<file path="src/rtl/fifo_arb_pkg.sv">
// Shared definitions for the fifo write-port arbiter: state encoding and the
// round-robin pointer wrap helper.
package fifo_arb_pkg;

    typedef enum logic [0:0] {
        ST_IDLE   = 1'b0,
        ST_LOCKED = 1'b1
    } arb_st_e;

    function automatic int unsigned wrap_inc(input int unsigned idx, input int unsigned n);
        return (idx + 1 >= n) ? 0 : idx + 1;
    endfunction

endpackage

</file>
<file path="src/rtl/rr_priority_picker.sv">
// Combinational rotating-priority encoder: picks the first set request at or
// after ptr, wrapping from NUM_REQ-1 back to 0.
module rr_priority_picker #(
    parameter int unsigned NUM_REQ = 4,
    parameter int unsigned ID_W    = $clog2(NUM_REQ)
) (
    input  logic [NUM_REQ-1:0] req,
    input  logic [ID_W-1:0]    ptr,
    output logic [NUM_REQ-1:0] gnt,
    output logic [ID_W-1:0]    idx,
    output logic               any
);

    localparam logic [ID_W:0] NumW = (ID_W + 1)'(NUM_REQ);

    logic [ID_W:0] pos;

    always_comb begin
        gnt = '0;
        idx = '0;
        any = 1'b0;
        pos = '0;
        for (int unsigned i = 0; i < NUM_REQ; i++) begin
            // ptr and i are both below NUM_REQ, so one subtraction wraps correctly
            pos = {1'b0, ptr} + (ID_W + 1)'(i);
            if (pos >= NumW) begin
                pos = pos - NumW;
            end
            if (!any && req[pos[ID_W-1:0]]) begin
                any = 1'b1;
                idx = pos[ID_W-1:0];
            end
        end
        if (any) begin
            gnt = NUM_REQ'(1) << idx;
        end
    end

endmodule

</file>
<file path="src/rtl/fifo_wr_arbiter.sv">
// Round-robin arbiter sharing one fifo write port between NUM_REQ producers,
// with atomic bursts and a forced release when a locked owner goes quiet.
module fifo_wr_arbiter
    import fifo_arb_pkg::*;
#(
    parameter int unsigned NUM_REQ = 4,
    parameter int unsigned DATA_W  = 8,
    parameter int unsigned TIMEOUT = 16,
    parameter int unsigned ID_W    = $clog2(NUM_REQ)
) (
    input  logic                      clk,
    input  logic                      rst,
    input  logic [NUM_REQ-1:0]        req_valid,
    input  logic [NUM_REQ*DATA_W-1:0] req_data,
    input  logic [NUM_REQ-1:0]        req_last,
    output logic [NUM_REQ-1:0]        req_ready,
    output logic                      fifo_wr_en,
    output logic [DATA_W-1:0]         fifo_din,
    input  logic                      fifo_full,
    output logic                      busy,
    output logic [ID_W-1:0]           active_id,
    output logic                      timeout_err
);

    localparam int unsigned    CNT_W   = (TIMEOUT > 0) ? $clog2(TIMEOUT + 1) : 1;
    localparam logic [CNT_W-1:0] CntLast = CNT_W'(TIMEOUT - 1);

    arb_st_e            st_q, st_d;
    logic [ID_W-1:0]    owner_q, owner_d;
    logic [ID_W-1:0]    rr_ptr_q, rr_ptr_d;
    logic [CNT_W-1:0]   idle_cnt_q, idle_cnt_d;
    logic               timeout_err_q, timeout_err_d;

    logic [NUM_REQ-1:0] pick_gnt;
    logic [ID_W-1:0]    pick_idx;
    logic               pick_any;
    logic [NUM_REQ-1:0] gnt;
    logic               accept;
    logic               accept_last;

    rr_priority_picker #(
        .NUM_REQ (NUM_REQ),
        .ID_W    (ID_W)
    ) u_picker (
        .req (req_valid),
        .ptr (rr_ptr_q),
        .gnt (pick_gnt),
        .idx (pick_idx),
        .any (pick_any)
    );

    // Never grant into a full fifo or during reset; a locked owner excludes everyone else
    always_comb begin
        gnt = '0;
        if (!rst && !fifo_full) begin
            if (st_q == ST_LOCKED) begin
                gnt[owner_q] = req_valid[owner_q];
            end else if (pick_any) begin
                gnt = pick_gnt;
            end
        end
    end

    always_comb begin
        fifo_din = '0;
        for (int unsigned i = 0; i < NUM_REQ; i++) begin
            if (gnt[i]) begin
                fifo_din = req_data[i*DATA_W +: DATA_W];
            end
        end
    end

    assign req_ready   = gnt;
    assign accept      = |(req_valid & gnt);
    assign accept_last = |(req_last & gnt);
    assign fifo_wr_en  = accept;

    always_comb begin
        st_d          = st_q;
        owner_d       = owner_q;
        rr_ptr_d      = rr_ptr_q;
        idle_cnt_d    = idle_cnt_q;
        timeout_err_d = 1'b0;
        unique case (st_q)
            ST_IDLE: begin
                if (accept) begin
                    owner_d = pick_idx;
                    if (accept_last) begin
                        rr_ptr_d = ID_W'(wrap_inc(32'(pick_idx), NUM_REQ));
                    end else begin
                        st_d       = ST_LOCKED;
                        idle_cnt_d = '0;
                    end
                end
            end
            ST_LOCKED: begin
                if (accept) begin
                    idle_cnt_d = '0;
                    if (accept_last) begin
                        st_d     = ST_IDLE;
                        rr_ptr_d = ID_W'(wrap_inc(32'(owner_q), NUM_REQ));
                    end
                end else if (!req_valid[owner_q] && !fifo_full) begin
                    // Fifo stalls do not count as owner silence
                    if (TIMEOUT != 0 && idle_cnt_q == CntLast) begin
                        st_d          = ST_IDLE;
                        rr_ptr_d      = ID_W'(wrap_inc(32'(owner_q), NUM_REQ));
                        idle_cnt_d    = '0;
                        timeout_err_d = 1'b1;
                    end else if (idle_cnt_q != '1) begin
                        idle_cnt_d = idle_cnt_q + CNT_W'(1);
                    end
                end
            end
            default: begin
                st_d = ST_IDLE;
            end
        endcase
    end

    always_ff @(posedge clk) begin
        if (rst) begin
            st_q          <= ST_IDLE;
            owner_q       <= '0;
            rr_ptr_q      <= '0;
            idle_cnt_q    <= '0;
            timeout_err_q <= 1'b0;
        end else begin
            st_q          <= st_d;
            owner_q       <= owner_d;
            rr_ptr_q      <= rr_ptr_d;
            idle_cnt_q    <= idle_cnt_d;
            timeout_err_q <= timeout_err_d;
        end
    end

    assign busy        = (st_q == ST_LOCKED);
    assign active_id   = owner_q;
    assign timeout_err = timeout_err_q;

endmodule

</file>
<file path="config.mk">
export PLATFORM = sky130hd
export DESIGN_NAME = fifo_wr_arbiter
export DESIGN_NICKNAME = d
export VERILOG_FILES = /design/src/rtl/fifo_arb_pkg.sv /design/src/rtl/rr_priority_picker.sv /design/src/rtl/fifo_wr_arbiter.sv
export SDC_FILE = /design/constraint.sdc
export NUM_CORES = 1
export LEC_CHECK = 0
export CAP_MARGIN = 10
export CORE_MARGIN = 5
export CORE_UTILIZATION = 30
export DETAILED_ROUTE_END_ITERATION = 8
export SYNTH_ARGS = -nofsm -noshare
export SYNTH_HDL_FRONTEND = slang
export SYNTH_HIERARCHICAL = 1
export SYNTH_SLANG_ARGS = --single-unit
export TNS_END_PERCENT = 50
</file>
<file path="constraint.sdc">
create_clock -name clk -period 3.76 [get_ports clk]
set_input_delay 0.94 -clock clk [delete_from_list [all_inputs] [get_ports clk]]
set_output_delay 0.94 -clock clk [all_outputs]
set_load 0.01 [all_outputs]
</file>
## Word-level counts from Yosys, hierarchy flattened

Index checks and enable logic that the tools add are counted.

| word-level totals | value |
|---|---|
| register bits | 11 |
| input bits | 43 |

| cells by class | value |
|---|---|
| reductions and logical operators | 18 |
| $add $sub $neg | 10 |
| $lt $le $gt $ge | 12 |
| equality and inequality tests | 9 |
| shift operators | 1 |
| bitwise operators | 5 |
| multiplexer cells | 54 |

Operators by type and width:

| cell | number |
|---|---|
| 2-to-1 mux 2 bit | 16 |
| 2-to-1 mux 8 bit | 4 |
| 2-to-1 mux 5 bit | 6 |
| 2-to-1 mux 1 bit | 16 |
| >= comparator 3 bit, second input constant | 5 |
| less-than comparator 2 x 3 -> 1 bit, second input constant | 5 |
| bitwise AND 4 bit | 3 |
| 2-to-1 mux 4 bit | 3 |
| binary-select mux 1 bit (select 2 bit) | 5 |
| one-hot mux 5 bit (2 select lines) | 1 |
| adder 2 x 1 -> 3 bit, second input constant | 3 |
| inequality test 3 x 2 -> 1 bit, second input constant | 3 |
| OR reduction 4 bit | 2 |
| subtractor 2 x 1 -> 2 bit, second input constant | 4 |
| OR reduction 7 bit | 1 |
| adder 2 x 2 -> 3 bit, second input constant | 2 |
| logical AND 1 bit | 6 |
| zero test 1 bit | 6 |
| inequality test 2 bit, second input constant | 3 |
| adder 5 x 1 -> 5 bit, second input constant | 1 |
| equality test 5 x 4 -> 1 bit, second input constant | 1 |
| inequality test 5 bit, second input constant | 1 |
| AND reduction 5 bit | 1 |
| inequality test 4 x 2 -> 1 bit, second input constant | 1 |
| 9 further kinds | 10 |

## Longest topological paths before layout

| depth | value |
|---|---|
| depth after elaboration | 23 |
| mapped depth | 11 |
| gate-level depth less buffers | 9 |

## By module

Netlist, hierarchy kept.

Modules (own cells, without submodules):

| module | cells an instance | sequential area each (µm²) | area an instance (µm²) | times used |
|---|---|---|---|---|
| fifo_wr_arbiter | 142 | 220.2 | 1,119.8 | 1 |
| rr_priority_picker | 32 | 0.0 | 182.7 | 1 |

## Worst setup path after synthesis

No wires, ideal clock.

| path | value |
|---|---|
| kind | in2out |
| from | input port req_valid[1] |
| to | output port fifo_din[0] |
| data arrival time | 2.455 ns |
| required time | 2.820 ns |
| path buffers | 2 |
| path slack | 0.365 ns |
| stages on the path | 11 |
| cells stage by stage | buf_2 > nor3_1 > a311oi_1 > nor2_1 > and2_1 > nand2b_1 > a21oi_1 > nor2b_1 > buf_2 > a221oi_1 > nor2_1 |

| on the way | value |
|---|---|
| cells in the longest elaborated chain, start to end | 20 |
| elaborated cells between the ends (all ways) | 33 |

Ends and longest elaborated chain:

| item | line | RTL |
|---|---|---|
| from (decl) | fifo_wr_arbiter.sv:13 | `input logic [NUM_REQ-1:0] req_valid,` |
| binary-select mux 1 bit (select 2 bit) | rr_priority_picker.sv:29 | `if (!any && req[pos[ID_W-1:0]]) begin` |
| 2-to-1 mux 1 bit (not written as such) | rr_priority_picker.sv:29 |  |
| 2-to-1 mux 1 bit | rr_priority_picker.sv:29 |  |
| zero test 1 bit | rr_priority_picker.sv:29 |  |
| logical AND 1 bit | rr_priority_picker.sv:29 |  |
| 2-to-1 mux 1 bit | rr_priority_picker.sv:29 |  |
| zero test 1 bit | rr_priority_picker.sv:29 |  |
| logical AND 1 bit | rr_priority_picker.sv:29 |  |
| (+3 left out) | - |  |
| 2-to-1 mux 2 bit * | rr_priority_picker.sv:29 |  |
| << shifter 1 x 2 -> 4 bit * | rr_priority_picker.sv:35 | `gnt = NUM_REQ'(1) << idx;` |
| via pick_gnt[0] | fifo_wr_arbiter.sv:34 | `logic [NUM_REQ-1:0] pick_gnt;` |
| 2-to-1 mux 4 bit * | fifo_wr_arbiter.sv:58 | `end else if (pick_any) begin` |
| 2-to-1 mux 4 bit * | fifo_wr_arbiter.sv:56 | `if (st_q == ST_LOCKED) begin` |
| 2-to-1 mux 4 bit * | fifo_wr_arbiter.sv:55 | `if (!rst && !fifo_full) begin` |
| via req_ready[0] | fifo_wr_arbiter.sv:16 | `output logic [NUM_REQ-1:0] req_ready,` |
| 2-to-1 mux 8 bit * (4 in a row) | fifo_wr_arbiter.sv:67 | `if (gnt[i]) begin` |
| to (decl) | fifo_wr_arbiter.sv:18 | `output logic [DATA_W-1:0] fifo_din,` |

Mark *: on every way through the listed nets, which the timed path passes. The rest lies on a longest branch. The select of a mux whose other input is x is not followed.

## Final worst setup path

| path | value |
|---|---|
| from | input port rst |
| to | output port fifo_wr_en |

| on the way | value |
|---|---|
| cells in the longest elaborated chain, start to end | 5 |

Ends and longest elaborated chain:

| item | line | RTL |
|---|---|---|
| from (decl) | fifo_wr_arbiter.sv:12 | `input logic rst,` |
| zero test 1 bit | fifo_wr_arbiter.sv:55 |  |
| logical AND 1 bit | fifo_wr_arbiter.sv:55 |  |
| 2-to-1 mux 4 bit | fifo_wr_arbiter.sv:55 |  |
| bitwise AND 4 bit | fifo_wr_arbiter.sv:74 | `assign accept = \|(req_valid & gnt);` |
| OR reduction 4 bit | fifo_wr_arbiter.sv:74 |  |
| to (decl) | fifo_wr_arbiter.sv:17 | `output logic fifo_wr_en,` |

No other way between the ends.

==> results_dict.tcl <==
set metrics [dict create \
    diodes 0 \
    min_path_cells 1 \
    crit_path_max_fanout 9 \
    syn_area_per_cell_um2 7.49 \
    hold_ws_ps 494 \
    final_nets 331 \
    crit_arrival_ps 2670 \
    drv_cap 0 \
    drtAntennaViolNets 0 \
    end_kind "output port" \
    reg2reg_depth 17 \
    setup_viol_count_final 0 \
    start_util_pct 30.3 \
    dr.pass1.iters 4 \
    leakage_nw 0.986 \
    dieArea_um2 5760 \
    vdd_drop_max_v 0.000276 \
    slowest_stage "clkdlybuf4s50_1" \
    ys_seq_area_share_pct 16.9 \
    async_flop_share_pct 0 \
    grt_pass1_wl_um 7880 \
    p_per_area_nw_per_um2 193 \
    startpoint_type "primary input" \
    cts_tree "done" \
    busiest_layer "met2" \
    period_needed_ps 3610 \
    port_buffers 59 \
    finalHoldViolCount 0 \
    numCtsBuffers 3 \
    yosysWarnings 6 \
    synth_top_flop_cell "dfxtp_1" \
    wl_per_cell_um 15.1 \
    crit_path_max_incr_delay_ps 440 \
    grt.met1_usage_pct 20.8 \
    cts.clk_slew.worst_paths_ps 50 \
    ff2ff_setup_slack_ps 540 \
    htreeDepth 1 \
    timing.slew.headroom_pct 71.2 \
    place_area_um2 2190 \
    stdcell_count 332 \
    worstMarginPinSlew_ps 429 \
    dp.cells 314 \
    antenna_found_initial 0 \
    status "finished, final reports clean" \
    synthToLayoutAreaGrowth_pct 85.0 \
    grt_max_degree 16 \
    grt_usage_pct 17.2 \
    rsz0062_at_grt "false" \
    synth_edf_count 0 \
    fin_skew_ps 4.46 \
    synth_nets 224 \
    clockBufferDepth 2 \
    route.detailed.drc 0 \
    n_fill_cell 388 \
    core_region_area_um2 4290 \
    drtIter0Drc 48 \
    crit_required_ps 2820 \
    cts-root-buf "clkbuf_8" \
    synth.distinct_cells 57 \
    design_area_um2 2410 \
    routed_wirelength_um 5020 \
    clkLatencyLatePin_ps 230 \
    max_freq_mhz 277 \
    critPathKind "primary input to output port" \
    row_count 24 \
    met3_usage_pct 3.83 \
    drive_gt1_share_pct 35.4 \
    postLayoutCoreUtil_pct 56.1 \
    path_depth 8 \
    clock-sinks 11 \
    post_drt_via_cell_ratio 5.41 \
    ys_ff_latch 11 \
    crit_family "buffers and inverters" \
    use_met2_pct 31.5 \
    fin_crit_sh_pct 95.9 \
    worstPathCellList "clkdlybuf4s50_1, buf_6, buf_4, or3b_1, nor2_1, o31ai_2, nand2_1, clkdlybuf4s15_1" \
    hold_path_class "flip-flop to flip-flop" \
    worstPathBufferInverterCount 4 \
    grt_pass1_vias 1737 \
    synth_cells 174 \
    cts-hold-fix-buffers 0 \
    synth_area_um2 1300 \
    die_width_um 75.9 \
    vias 1795 \
    gr-total-overflow 0 \
    place.gp.congestion 0.873 \
    drv_slew 0 \
    die_h_um 75.9 \
    io_pins 60 \
    dpl.hpwl_um 3760 \
]
[cell usage in the layout (no fill, tap or decap), types with 4 or more instances in the layout]
cell type and instances:
inv_1 10, clkdlybuf4s50_1 45, nor2_1 22, dfxtp_1 11, clkbuf_2 10, a22oi_1 6, ha_1 7, o22ai_1 8
nand2_1 4, nand3_1 5, a21oi_1 14, buf_4 48, o21ai_0 4, a221oi_2 9
[sequential cells by signal (all words and copies together), names as in the netlist]
signal       count
idle_cnt_q       5
active_id        2
rr_ptr_q         2
busy             1
timeout_err      1
[worst paths after layout]
| kind | startpoint | to |
|---|---|---|
| hold reg to reg | idle_cnt_q[4]$_SDFFE_PP0P_ | timeout_err$_SDFF_PP0_ |
| hold / removal | idle_cnt_q[4]$_SDFFE_PP0P_ | timeout_err$_SDFF_PP0_ |
| setup / recovery | rst | fifo_wr_en |
| setup reg to reg | rr_ptr_q[0]$_SDFFE_PP0P_ | idle_cnt_q[3]$_SDFFE_PP0P_ |
[logic make-up after synthesis]
family                     Yosys count  synth area share (%)
AOI/OAI and AO/OA                   71                  40.5
DFF                                 11                  16.9
muxes                                2                  2.50
and+or+nand+nor                     65                  26.9
buffers and inverters               18                  6.44
adders and majority gates            7                  6.72
[metrics by stage]
| stage | setup WS, ps | total power, mW | setup TNS (ps) |
|---|---|---|---|
| 4_1_cts | 0.931 | 0.461 | 0 |
| 6_report | 153 | 0.466 | 0 |
| 2_1_floorplan | 365 | 0.213 | 0 |
| 3_5_place_dp | -733 | 0.327 | -7440 |
| 5_1_grt | 21.1 | 0.494 | 0 |
| 3_3_place_gp | -715 | 0.327 | -7200 |
[worst register-to-register path, stage by stage (launching register included)]
cell and delay [ps]:
dfxtp_1 360, nand2b_1 200, a311oi_2 270, nor2_1 100
and2_1 170, buf_4 130, o2111a_1 250, o31ai_2 210
nand2_1 130, buf_4 150, buf_4 120, buf_4 120
buf_4 120, buf_4 120, buf_4 120, buf_4 120
a31o_2 210, a311oi_2 240
[routing by layer]
| layer | wire length, um | part of all wire [%] | vias to the layer above |
|---|---|---|---|
| li1 | - | - | 894 |
| met2 | 2330 | 47 | 62 |
| met4 | 25 | 0.50 | 0 |
| met3 | 488 | 9.7 | 4 |
| met1 | 2170 | 43 | 835 |
| met5 | 0 | 0 | - |
[synth_stat cells, types with 3 or more instances]
library cell  instances  share of area, %
nor2_1               23               6.6
a21oi_1              14               5.4
dfxtp_1              11                17
inv_1                10               2.9
a221oi_1              9               6.1
o22ai_1               8               3.8
ha_1                  7               6.7
a22oi_1               6               3.5
nand3_1               6               2.3
nand2_1               5               1.4
o21ai_0               5               1.9
a311oi_1              4               2.7
buf_2                 4               1.5
nand2b_1              4               1.9
a21oi_2               3               2.0
nor2b_1               3               1.4
nor3_1                3               1.2
[where the power goes]
part	internal, mW	total (mW)	switching, mW
sequential	0.119	0.125	0.00551
clock	0.0744	0.118	0.0435
combinational	0.126	0.223	0.0968
[area by class of cell]
| class | count | area, um2 | share of cell area [%] |
|---|---|---|---|
| inverters | 10 | 37.5 | 1.56 |
| multi-input cells | 145 | 1110 | 46.1 |
| well taps | 52 | 65.1 | 2.70 |
| repair buffers | 110 | 932 | 38.7 |
| flip-flops and latches | 11 | 220 | 9.14 |
| clock buffers | 4 | 45.0 | 1.87 |
[timing repair]
| item | CTS | global route |
|---|---|---|
| pin swaps | 8 | 9 |
| cloned | 1 | 0 |
| resized for setup | 47 | 18 |
| setup buffers | 8 | 5 |
| endpoints found under the hold margin | 0 | 0 |
| setup endpoints to repair | 13 | 12 |
Note: power is estimated with default switching activity, not from simulation.
